[config.mk]
export PLATFORM = sky130hd
export DESIGN_NAME = vga_axil_master_fsm_flat
export DESIGN_NICKNAME = d
export VERILOG_FILES = /design/src/rtl/vga_axil_pkg.sv /design/src/rtl/vga_axil_if.sv /design/src/rtl/vga_axil_master_fsm.sv /design/src/flat_wrapper.sv
export SDC_FILE = /design/constraint.sdc
export NUM_CORES = 1
export LEC_CHECK = 0
export ABC_AREA = 0
export CAP_MARGIN = 30
export CORE_MARGIN = 3
export CORE_UTILIZATION = 35
export DETAILED_ROUTE_END_ITERATION = 8
export PLACE_DENSITY = 0.72
export SLEW_MARGIN = 10
export SYNTH_ARGS = -nofsm -noshare
export SYNTH_HDL_FRONTEND = slang
export SYNTH_SLANG_ARGS = --single-unit
export TNS_END_PERCENT = 1
[constraint.sdc]
create_clock -name clk_i -period 1.9 [get_ports clk_i]
set_input_delay 0.38 -clock clk_i [delete_from_list [all_inputs] [get_ports clk_i]]
set_output_delay 0.38 -clock clk_i [all_outputs]
set_load 0.005 [all_outputs]
[src/rtl/vga_axil_pkg.sv]
// Shared AXI4-Lite types for the VGA register fabric.
// Widths, response codes and master FSM state encodings.
package vga_axil_pkg;

    localparam int AXIL_ADDR_WIDTH   = 32;
    localparam int AXIL_DATA_WIDTH   = 32;
    localparam int AXIL_STRB_WIDTH   = AXIL_DATA_WIDTH / 8;
    localparam int AXIL_WIDTH_OFFSET = 2;

    typedef logic [AXIL_ADDR_WIDTH-1:0] axil_addr_t;
    typedef logic [AXIL_DATA_WIDTH-1:0] axil_data_t;
    typedef logic [AXIL_STRB_WIDTH-1:0] axil_strb_t;

    typedef enum logic [1:0] {
        AXIL_RESP_OKAY   = 2'b00,
        AXIL_RESP_EXOKAY = 2'b01,
        AXIL_RESP_SLVERR = 2'b10,
        AXIL_RESP_DECERR = 2'b11
    } axil_resp_e;

    typedef enum logic [1:0] {
        W_IDLE      = 2'd0,
        W_ADDR_DATA = 2'd1,
        W_RESP      = 2'd2
    } axil_wr_state_e;

    typedef enum logic [1:0] {
        R_IDLE = 2'd0,
        R_ADDR = 2'd1,
        R_DATA = 2'd2
    } axil_rd_state_e;

endpackage

[src/rtl/vga_axil_if.sv]
// AXI4-Lite channel bundle between VGA masters and slaves.
// Master drives valids/payloads and B/R readies; slave the rest.
interface vga_axil_if #(
    parameter int ADDR_WIDTH = vga_axil_pkg::AXIL_ADDR_WIDTH,
    parameter int DATA_WIDTH = vga_axil_pkg::AXIL_DATA_WIDTH
);

    logic                    awvalid;
    logic                    awready;
    logic [ADDR_WIDTH-1:0]   awaddr;

    logic                    wvalid;
    logic                    wready;
    logic [DATA_WIDTH-1:0]   wdata;
    logic [DATA_WIDTH/8-1:0] wstrb;

    logic                    bvalid;
    logic                    bready;
    logic [1:0]              bresp;

    logic                    arvalid;
    logic                    arready;
    logic [ADDR_WIDTH-1:0]   araddr;

    logic                    rvalid;
    logic                    rready;
    logic [DATA_WIDTH-1:0]   rdata;
    logic [1:0]              rresp;

    modport master (
        output awvalid, awaddr,
        output wvalid, wdata, wstrb,
        output bready,
        output arvalid, araddr,
        output rready,
        input  awready, wready,
        input  bvalid, bresp,
        input  arready,
        input  rvalid, rdata, rresp
    );

    modport slave (
        input  awvalid, awaddr,
        input  wvalid, wdata, wstrb,
        input  bready,
        input  arvalid, araddr,
        input  rready,
        output awready, wready,
        output bvalid, bresp,
        output arready,
        output rvalid, rdata, rresp
    );

endinterface

[src/rtl/vga_axil_master_fsm.sv]
// AXI4-Lite master: native single-word requests to AW/W/B and AR/R.
// Independent write and read FSMs, all outputs registered.
module vga_axil_master_fsm
    import vga_axil_pkg::*;
#(
    parameter int ADDR_WIDTH = AXIL_ADDR_WIDTH,
    parameter int DATA_WIDTH = AXIL_DATA_WIDTH
) (
    input  logic                    clk_i,
    input  logic                    arst_n_i,
    vga_axil_if.master              axil_if,
    input  logic                    wr_req_i,
    input  logic [ADDR_WIDTH-1:0]   wr_addr_i,
    input  logic [DATA_WIDTH-1:0]   wr_data_i,
    input  logic [DATA_WIDTH/8-1:0] wr_strb_i,
    output logic                    wr_ready_o,
    output logic                    wr_done_o,
    output logic [1:0]              wr_resp_o,
    input  logic                    rd_req_i,
    input  logic [ADDR_WIDTH-1:0]   rd_addr_i,
    output logic                    rd_ready_o,
    output logic                    rd_done_o,
    output logic [DATA_WIDTH-1:0]   rd_data_o,
    output logic [1:0]              rd_resp_o
);

    axil_wr_state_e          wr_state_q;
    logic                    awvalid_q;
    logic                    wvalid_q;
    logic                    bready_q;
    logic [ADDR_WIDTH-1:0]   awaddr_q;
    logic [DATA_WIDTH-1:0]   wdata_q;
    logic [DATA_WIDTH/8-1:0] wstrb_q;
    logic                    wr_ready_q;
    logic                    wr_done_q;
    axil_resp_e              wr_resp_q;

    axil_rd_state_e          rd_state_q;
    logic                    arvalid_q;
    logic                    rready_q;
    logic [ADDR_WIDTH-1:0]   araddr_q;
    logic                    rd_ready_q;
    logic                    rd_done_q;
    logic [DATA_WIDTH-1:0]   rd_data_q;
    axil_resp_e              rd_resp_q;

    logic aw_hs;
    logic w_hs;
    logic aw_fin;
    logic w_fin;
    logic b_hs;
    logic r_hs;

    // A channel is finished once its valid has already dropped
    // or its handshake completes in the current cycle.
    assign aw_hs  = awvalid_q && axil_if.awready;
    assign w_hs   = wvalid_q && axil_if.wready;
    assign aw_fin = !awvalid_q || axil_if.awready;
    assign w_fin  = !wvalid_q || axil_if.wready;
    assign b_hs   = bready_q && axil_if.bvalid;
    assign r_hs   = rready_q && axil_if.rvalid;

    // Write FSM: issue AW and W together, retire each independently, collect B.
    always_ff @(posedge clk_i or negedge arst_n_i) begin
        if (!arst_n_i) begin
            wr_state_q <= W_IDLE;
            awvalid_q  <= 1'b0;
            wvalid_q   <= 1'b0;
            bready_q   <= 1'b0;
            awaddr_q   <= '0;
            wdata_q    <= '0;
            wstrb_q    <= '0;
            wr_ready_q <= 1'b1;
            wr_done_q  <= 1'b0;
            wr_resp_q  <= AXIL_RESP_OKAY;
        end else begin
            wr_done_q <= 1'b0;
            unique case (wr_state_q)
                W_IDLE: begin
                    if (wr_req_i) begin
                        awaddr_q   <= wr_addr_i;
                        wdata_q    <= wr_data_i;
                        wstrb_q    <= wr_strb_i;
                        awvalid_q  <= 1'b1;
                        wvalid_q   <= 1'b1;
                        wr_ready_q <= 1'b0;
                        wr_state_q <= W_ADDR_DATA;
                    end
                end
                W_ADDR_DATA: begin
                    if (aw_hs) begin
                        awvalid_q <= 1'b0;
                    end
                    if (w_hs) begin
                        wvalid_q <= 1'b0;
                    end
                    if (aw_fin && w_fin) begin
                        bready_q   <= 1'b1;
                        wr_state_q <= W_RESP;
                    end
                end
                W_RESP: begin
                    if (b_hs) begin
                        wr_resp_q  <= axil_resp_e'(axil_if.bresp);
                        wr_done_q  <= 1'b1;
                        bready_q   <= 1'b0;
                        wr_ready_q <= 1'b1;
                        wr_state_q <= W_IDLE;
                    end
                end
                default: begin
                    wr_state_q <= W_IDLE;
                end
            endcase
        end
    end

    // Read FSM: issue AR, then accept one R beat.
    always_ff @(posedge clk_i or negedge arst_n_i) begin
        if (!arst_n_i) begin
            rd_state_q <= R_IDLE;
            arvalid_q  <= 1'b0;
            rready_q   <= 1'b0;
            araddr_q   <= '0;
            rd_ready_q <= 1'b1;
            rd_done_q  <= 1'b0;
            rd_data_q  <= '0;
            rd_resp_q  <= AXIL_RESP_OKAY;
        end else begin
            rd_done_q <= 1'b0;
            unique case (rd_state_q)
                R_IDLE: begin
                    if (rd_req_i) begin
                        araddr_q   <= rd_addr_i;
                        arvalid_q  <= 1'b1;
                        rd_ready_q <= 1'b0;
                        rd_state_q <= R_ADDR;
                    end
                end
                R_ADDR: begin
                    if (arvalid_q && axil_if.arready) begin
                        arvalid_q  <= 1'b0;
                        rready_q   <= 1'b1;
                        rd_state_q <= R_DATA;
                    end
                end
                R_DATA: begin
                    if (r_hs) begin
                        rd_data_q  <= axil_if.rdata;
                        rd_resp_q  <= axil_resp_e'(axil_if.rresp);
                        rd_done_q  <= 1'b1;
                        rready_q   <= 1'b0;
                        rd_ready_q <= 1'b1;
                        rd_state_q <= R_IDLE;
                    end
                end
                default: begin
                    rd_state_q <= R_IDLE;
                end
            endcase
        end
    end

    assign axil_if.awvalid = awvalid_q;
    assign axil_if.awaddr  = awaddr_q;
    assign axil_if.wvalid  = wvalid_q;
    assign axil_if.wdata   = wdata_q;
    assign axil_if.wstrb   = wstrb_q;
    assign axil_if.bready  = bready_q;
    assign axil_if.arvalid = arvalid_q;
    assign axil_if.araddr  = araddr_q;
    assign axil_if.rready  = rready_q;

    assign wr_ready_o = wr_ready_q;
    assign wr_done_o  = wr_done_q;
    assign wr_resp_o  = wr_resp_q;
    assign rd_ready_o = rd_ready_q;
    assign rd_done_o  = rd_done_q;
    assign rd_data_o  = rd_data_q;
    assign rd_resp_o  = rd_resp_q;

endmodule

[src/flat_wrapper.sv]
// flat-port wrapper written by rule: the top's interface ports become plain ports
module vga_axil_master_fsm_flat import vga_axil_pkg::*;
#(
    parameter int ADDR_WIDTH = AXIL_ADDR_WIDTH,
    parameter int DATA_WIDTH = AXIL_DATA_WIDTH
)
  (clk_i, arst_n_i, wr_req_i, wr_addr_i, wr_data_i, wr_strb_i, wr_ready_o, wr_done_o, wr_resp_o, rd_req_i, rd_addr_i, rd_ready_o, rd_done_o, rd_data_o, rd_resp_o, axil_if_awvalid, axil_if_awaddr, axil_if_wvalid, axil_if_wdata, axil_if_wstrb, axil_if_bready, axil_if_arvalid, axil_if_araddr, axil_if_rready, axil_if_awready, axil_if_wready, axil_if_bvalid, axil_if_bresp, axil_if_arready, axil_if_rvalid, axil_if_rdata, axil_if_rresp);
  vga_axil_if #(.ADDR_WIDTH(ADDR_WIDTH), .DATA_WIDTH(DATA_WIDTH)) axil_if_i ();
  input  logic clk_i;
  input  logic arst_n_i;
  input  logic wr_req_i;
  input  logic [ADDR_WIDTH-1:0] wr_addr_i;
  input  logic [DATA_WIDTH-1:0] wr_data_i;
  input  logic [DATA_WIDTH/8-1:0] wr_strb_i;
  output logic wr_ready_o;
  output logic wr_done_o;
  output logic [1:0] wr_resp_o;
  input  logic rd_req_i;
  input  logic [ADDR_WIDTH-1:0] rd_addr_i;
  output logic rd_ready_o;
  output logic rd_done_o;
  output logic [DATA_WIDTH-1:0] rd_data_o;
  output logic [1:0] rd_resp_o;
  output wire logic [$bits(axil_if_i.awvalid)-1:0] axil_if_awvalid;
  output wire logic [$bits(axil_if_i.awaddr)-1:0] axil_if_awaddr;
  output wire logic [$bits(axil_if_i.wvalid)-1:0] axil_if_wvalid;
  output wire logic [$bits(axil_if_i.wdata)-1:0] axil_if_wdata;
  output wire logic [$bits(axil_if_i.wstrb)-1:0] axil_if_wstrb;
  output wire logic [$bits(axil_if_i.bready)-1:0] axil_if_bready;
  output wire logic [$bits(axil_if_i.arvalid)-1:0] axil_if_arvalid;
  output wire logic [$bits(axil_if_i.araddr)-1:0] axil_if_araddr;
  output wire logic [$bits(axil_if_i.rready)-1:0] axil_if_rready;
  input wire logic [$bits(axil_if_i.awready)-1:0] axil_if_awready;
  input wire logic [$bits(axil_if_i.wready)-1:0] axil_if_wready;
  input wire logic [$bits(axil_if_i.bvalid)-1:0] axil_if_bvalid;
  input wire logic [$bits(axil_if_i.bresp)-1:0] axil_if_bresp;
  input wire logic [$bits(axil_if_i.arready)-1:0] axil_if_arready;
  input wire logic [$bits(axil_if_i.rvalid)-1:0] axil_if_rvalid;
  input wire logic [$bits(axil_if_i.rdata)-1:0] axil_if_rdata;
  input wire logic [$bits(axil_if_i.rresp)-1:0] axil_if_rresp;
  assign axil_if_awvalid = axil_if_i.awvalid;
  assign axil_if_awaddr = axil_if_i.awaddr;
  assign axil_if_wvalid = axil_if_i.wvalid;
  assign axil_if_wdata = axil_if_i.wdata;
  assign axil_if_wstrb = axil_if_i.wstrb;
  assign axil_if_bready = axil_if_i.bready;
  assign axil_if_arvalid = axil_if_i.arvalid;
  assign axil_if_araddr = axil_if_i.araddr;
  assign axil_if_rready = axil_if_i.rready;
  assign axil_if_i.awready = axil_if_awready;
  assign axil_if_i.wready = axil_if_wready;
  assign axil_if_i.bvalid = axil_if_bvalid;
  assign axil_if_i.bresp = axil_if_bresp;
  assign axil_if_i.arready = axil_if_arready;
  assign axil_if_i.rvalid = axil_if_rvalid;
  assign axil_if_i.rdata = axil_if_rdata;
  assign axil_if_i.rresp = axil_if_rresp;
  vga_axil_master_fsm #(.ADDR_WIDTH(ADDR_WIDTH), .DATA_WIDTH(DATA_WIDTH)) u_core (.clk_i(clk_i), .arst_n_i(arst_n_i), .axil_if(axil_if_i), .wr_req_i(wr_req_i), .wr_addr_i(wr_addr_i), .wr_data_i(wr_data_i), .wr_strb_i(wr_strb_i), .wr_ready_o(wr_ready_o), .wr_done_o(wr_done_o), .wr_resp_o(wr_resp_o), .rd_req_i(rd_req_i), .rd_addr_i(rd_addr_i), .rd_ready_o(rd_ready_o), .rd_done_o(rd_done_o), .rd_data_o(rd_data_o), .rd_resp_o(rd_resp_o));
endmodule
==> impl_metrics.toml <==
[logic_synthesis]
postSynthAreaPerCell_um2 = 16.47
synth_top_cells_by_area = "dfrtp_1 (65%), mux2_2 (25%), mux2_4 (2.4%)"
synth_cells = 342
yosysTopAreaCell = "dfrtp_1"
ys.warnings.count = 0
synth_seq_area_share_pct = 66.24
synth-seq-cells = 149
syn_area_um2 = 5633
synth.distinct_cells = 24
synthesis.nets = 487
yosysTopAreaCellShare_pct = 65.30

[pwr]
swShare_pct = 26.42
intPower_mw = 11.31
peakVddDrop_mv = 0.7268
leakage_nw = 3.980
pwr-share-clk_pct = 22.1
power_frac_seq_pct = 36.9
powerDensity_nw_per_um2 = 1622
power_switching_mw = 4.060
combPwrFrac_pct = 41.0

[routing]
drt-wirelength-per-cell_um = 17.12
drt_iter0_drc = 140
first_pass_iters = 4
drc = 0
wl_um = 14980
vias = 3999
postRouteAntennaNets = 0
via_per_inst = 4.570

[sta]
fin_skew_ps = 10.24
fmax_mhz = 551.0
worstMarginPinSlew_ps = 450.5
setup_ws_ps = 85.25
min_period_over_period_pct = 95.51
grt_setup_unrepaired = "no"
slew_violations = 0
hold_viol = 0
setup-tns-final_ps = 0
hold_slack_ps = 467.4
setup_viol = 0
relSlewSlack_pct = 69.96
period_needed_ps = 1815

[clocking]
h-tree-depth = 4
tritoncts.num_buffers = 17
cts_setup_buffers = 0
cts.clk_slew.worst_paths_ps = 60
clockBufferDepth = 2
cts_tree = "done"
cts.sinks = 149
worstSkewPairLatency_ps = 410
clock-root-buffer = "clkbuf_16"

[layout]
fill_cells = 1157
regArea_um2 = 3731
multi_input_area_um2 = 1770
syn2layout_area_growth_pct = 68.13
final_common_cell = "clkdlybuf4s50_1"
layout-drive-gt1-share_pct = 28.46
final_cell_mix = "clkdlybuf4s50_1 (288), dfrtp_1 (147), mux2_2 (127), clkbuf_16 (17), o21ai_0 (13)"
final_cells = 875
antennaDiodeCount = 0
nets = 796

[worst_setup_path]
path_max_fanout = 2
startpoint_type = "register"
crit_type = "register to primary output"
cp-startpoint = "u_core.wr_ready_o"
cp.required_ps = 1520
crit_path_max_incr_delay_ps = 530
cp_data_arrival_time_ps = 1430
r2r_start = "u_core.wr_state_q[1]"
crit_path_end_kind = "primary output"
path_delay_family = "flip-flops"
crit_buf_inv = 1
crit_chain = "clkdlybuf4s50_1"
cp_slowest_cell = "dfstp_2"

[die]
die_w_um = 132.9
rows = 45
core_um2 = 15480
dieArea_um2 = 17650
pin_count = 290
initial_core_util_pct = 36.38
die_h_um = 132.9

[run]
maxCapViolations = 0

[status]
status = "finished clean"

[grt]
antenna_found_initial = 0
grt_pass1_wl_um = 23870
grt_pass1_vias = 4398
grt_usage_pct = 17.12
overflow = 0
grt_max_degree = 47

[min_path]
hold_path_class = "input port to async pin"

[place]
dp_cells = 842
gp_congestion = 0.8161
hpwl_um = 11480
port_buffers = 289
dpl_worst_slack_ps = -62.93
[logic make-up after synthesis]
| kind of cell | count (synthesis) | share of synthesized area (%) |
|---|---|---|
| multiplexers | 136 | 27.79 |
| flip-flops | 149 | 66.24 |
| AO/OA/AOI/OAI | 20 | 2.132 |
| buffers and inverters | 25 | 2.443 |
| AND/OR/NAND/NOR | 12 | 1.400 |
[layer usage]
layer / vias up / wire [um] / track usage (%)
met5: - / 0 / 0
met4: 0 / 238 / 5.774
met3: 19 / 1266 / 6.502
met2: 179 / 7611 / 29.15
met1: 1975 / 5864 / 19.86
li1: 1826 / - / -
[worst reg2reg max path, delay by kind of cell (launching register included)]
family                 cells  cell delay (ps)
AND/OR/NAND/NOR            2              430
multiplexers               1              370
flip-flops                 1              460
buffers and inverters      1              190
[synthesized netlist by cell type]
| cell | instances |
|---|---|
| clkbuf_1 | 1 |
| a21oi_1 | 3 |
| nand3_2 | 1 |
| a221o_1 | 1 |
| nand2_1 | 2 |
| nor2b_1 | 1 |
| nor2_1 | 2 |
| nor2b_2 | 1 |
| mux2_2 | 127 |
| inv_1 | 10 |
| buf_6 | 3 |
| dfstp_2 | 2 |
| nand4_1 | 1 |
| dfrtp_1 | 147 |
| and2_4 | 1 |
| nor3b_2 | 1 |
| a21bo_2 | 1 |
| nand3_1 | 1 |
| o211a_1 | 2 |
| nand2b_1 | 1 |
| buf_4 | 3 |
| mux2_4 | 9 |
| o21ai_0 | 13 |
| buf_2 | 8 |
[area by class of cell]
class                      count  share of cell area (%)
clock buffer                  20                   4.717
clock inverter                12                   1.625
inverter                      10                  0.3964
multi-input combinational    168                   18.69
sequential                   149                   39.40
tap                          211                   2.788
timing repair buffer         305                   32.38
[power by group through the flow]
| stage | logic [mW] | registers (mW) | clock network (mW) |
|---|---|---|---|
| finish | 6.30 | 5.66 | 3.40 |
| global placement | 6.23 | 5.63 | 0 |
| floorplan | 2.23 | 5.73 | 0 |
| global route | 6.73 | 5.88 | 3.63 |
| detailed placement | 6.41 | 5.70 | 0 |
| CTS | 6.43 | 5.69 | 3.50 |
[through the flow]
step           utilization, %  area, um^2  total power [mW]
2_1_floorplan               -        5633             7.955
3_3_place_gp            57.22        8860             11.85
3_5_place_dp            57.22        8860             12.11
4_1_cts                 61.16        9470             15.61
5_1_grt                 61.16        9470             16.24
6_report                61.16        9470             15.36
[worst paths after layout]
path                            cells after the start  slack, ps                 endpoint
worst max-delay path                                1         90               wr_ready_o
worst min-delay path                                2        470     u_core.rd_data_o[15]
worst max register to register                      4        330  u_core.axil_if.wdata[4]
worst min register to register                      2        480        u_core.rd_ready_o
max in group asynchronous                           3        770        u_core.wr_ready_o
min in group clk_i                                  2        480        u_core.rd_ready_o
[sequential cells by signal, indices dropped and copies added, names as in the netlist]
| signal | cells |
|---|---|
| u_core.wr_state_q | 2 |
| u_core.wr_ready_o | 1 |
| u_core.rd_resp_o | 2 |
| u_core.wr_done_o | 1 |
| u_core.axil_if.awaddr | 32 |
| u_core.axil_if.wdata | 32 |
| u_core.axil_if.bready | 1 |
| u_core.axil_if.wvalid | 1 |
| u_core.axil_if.arvalid | 1 |
| u_core.rd_state_q | 2 |
| u_core.axil_if.araddr | 32 |
| u_core.wr_resp_o | 2 |
| u_core.rd_ready_o | 1 |
| u_core.rd_done_o | 1 |
| u_core.axil_if.wstrb | 4 |
| u_core.axil_if.awvalid | 1 |
| u_core.rd_data_o | 32 |
| u_core.axil_if.rready | 1 |
[timing repair]
action	CTS	global route
hold buffers	1	0
gates resized for setup	0	0
setup endpoints to repair	0	0
endpoints found under the hold margin	39	0
(Power assumes the default switching activity.)
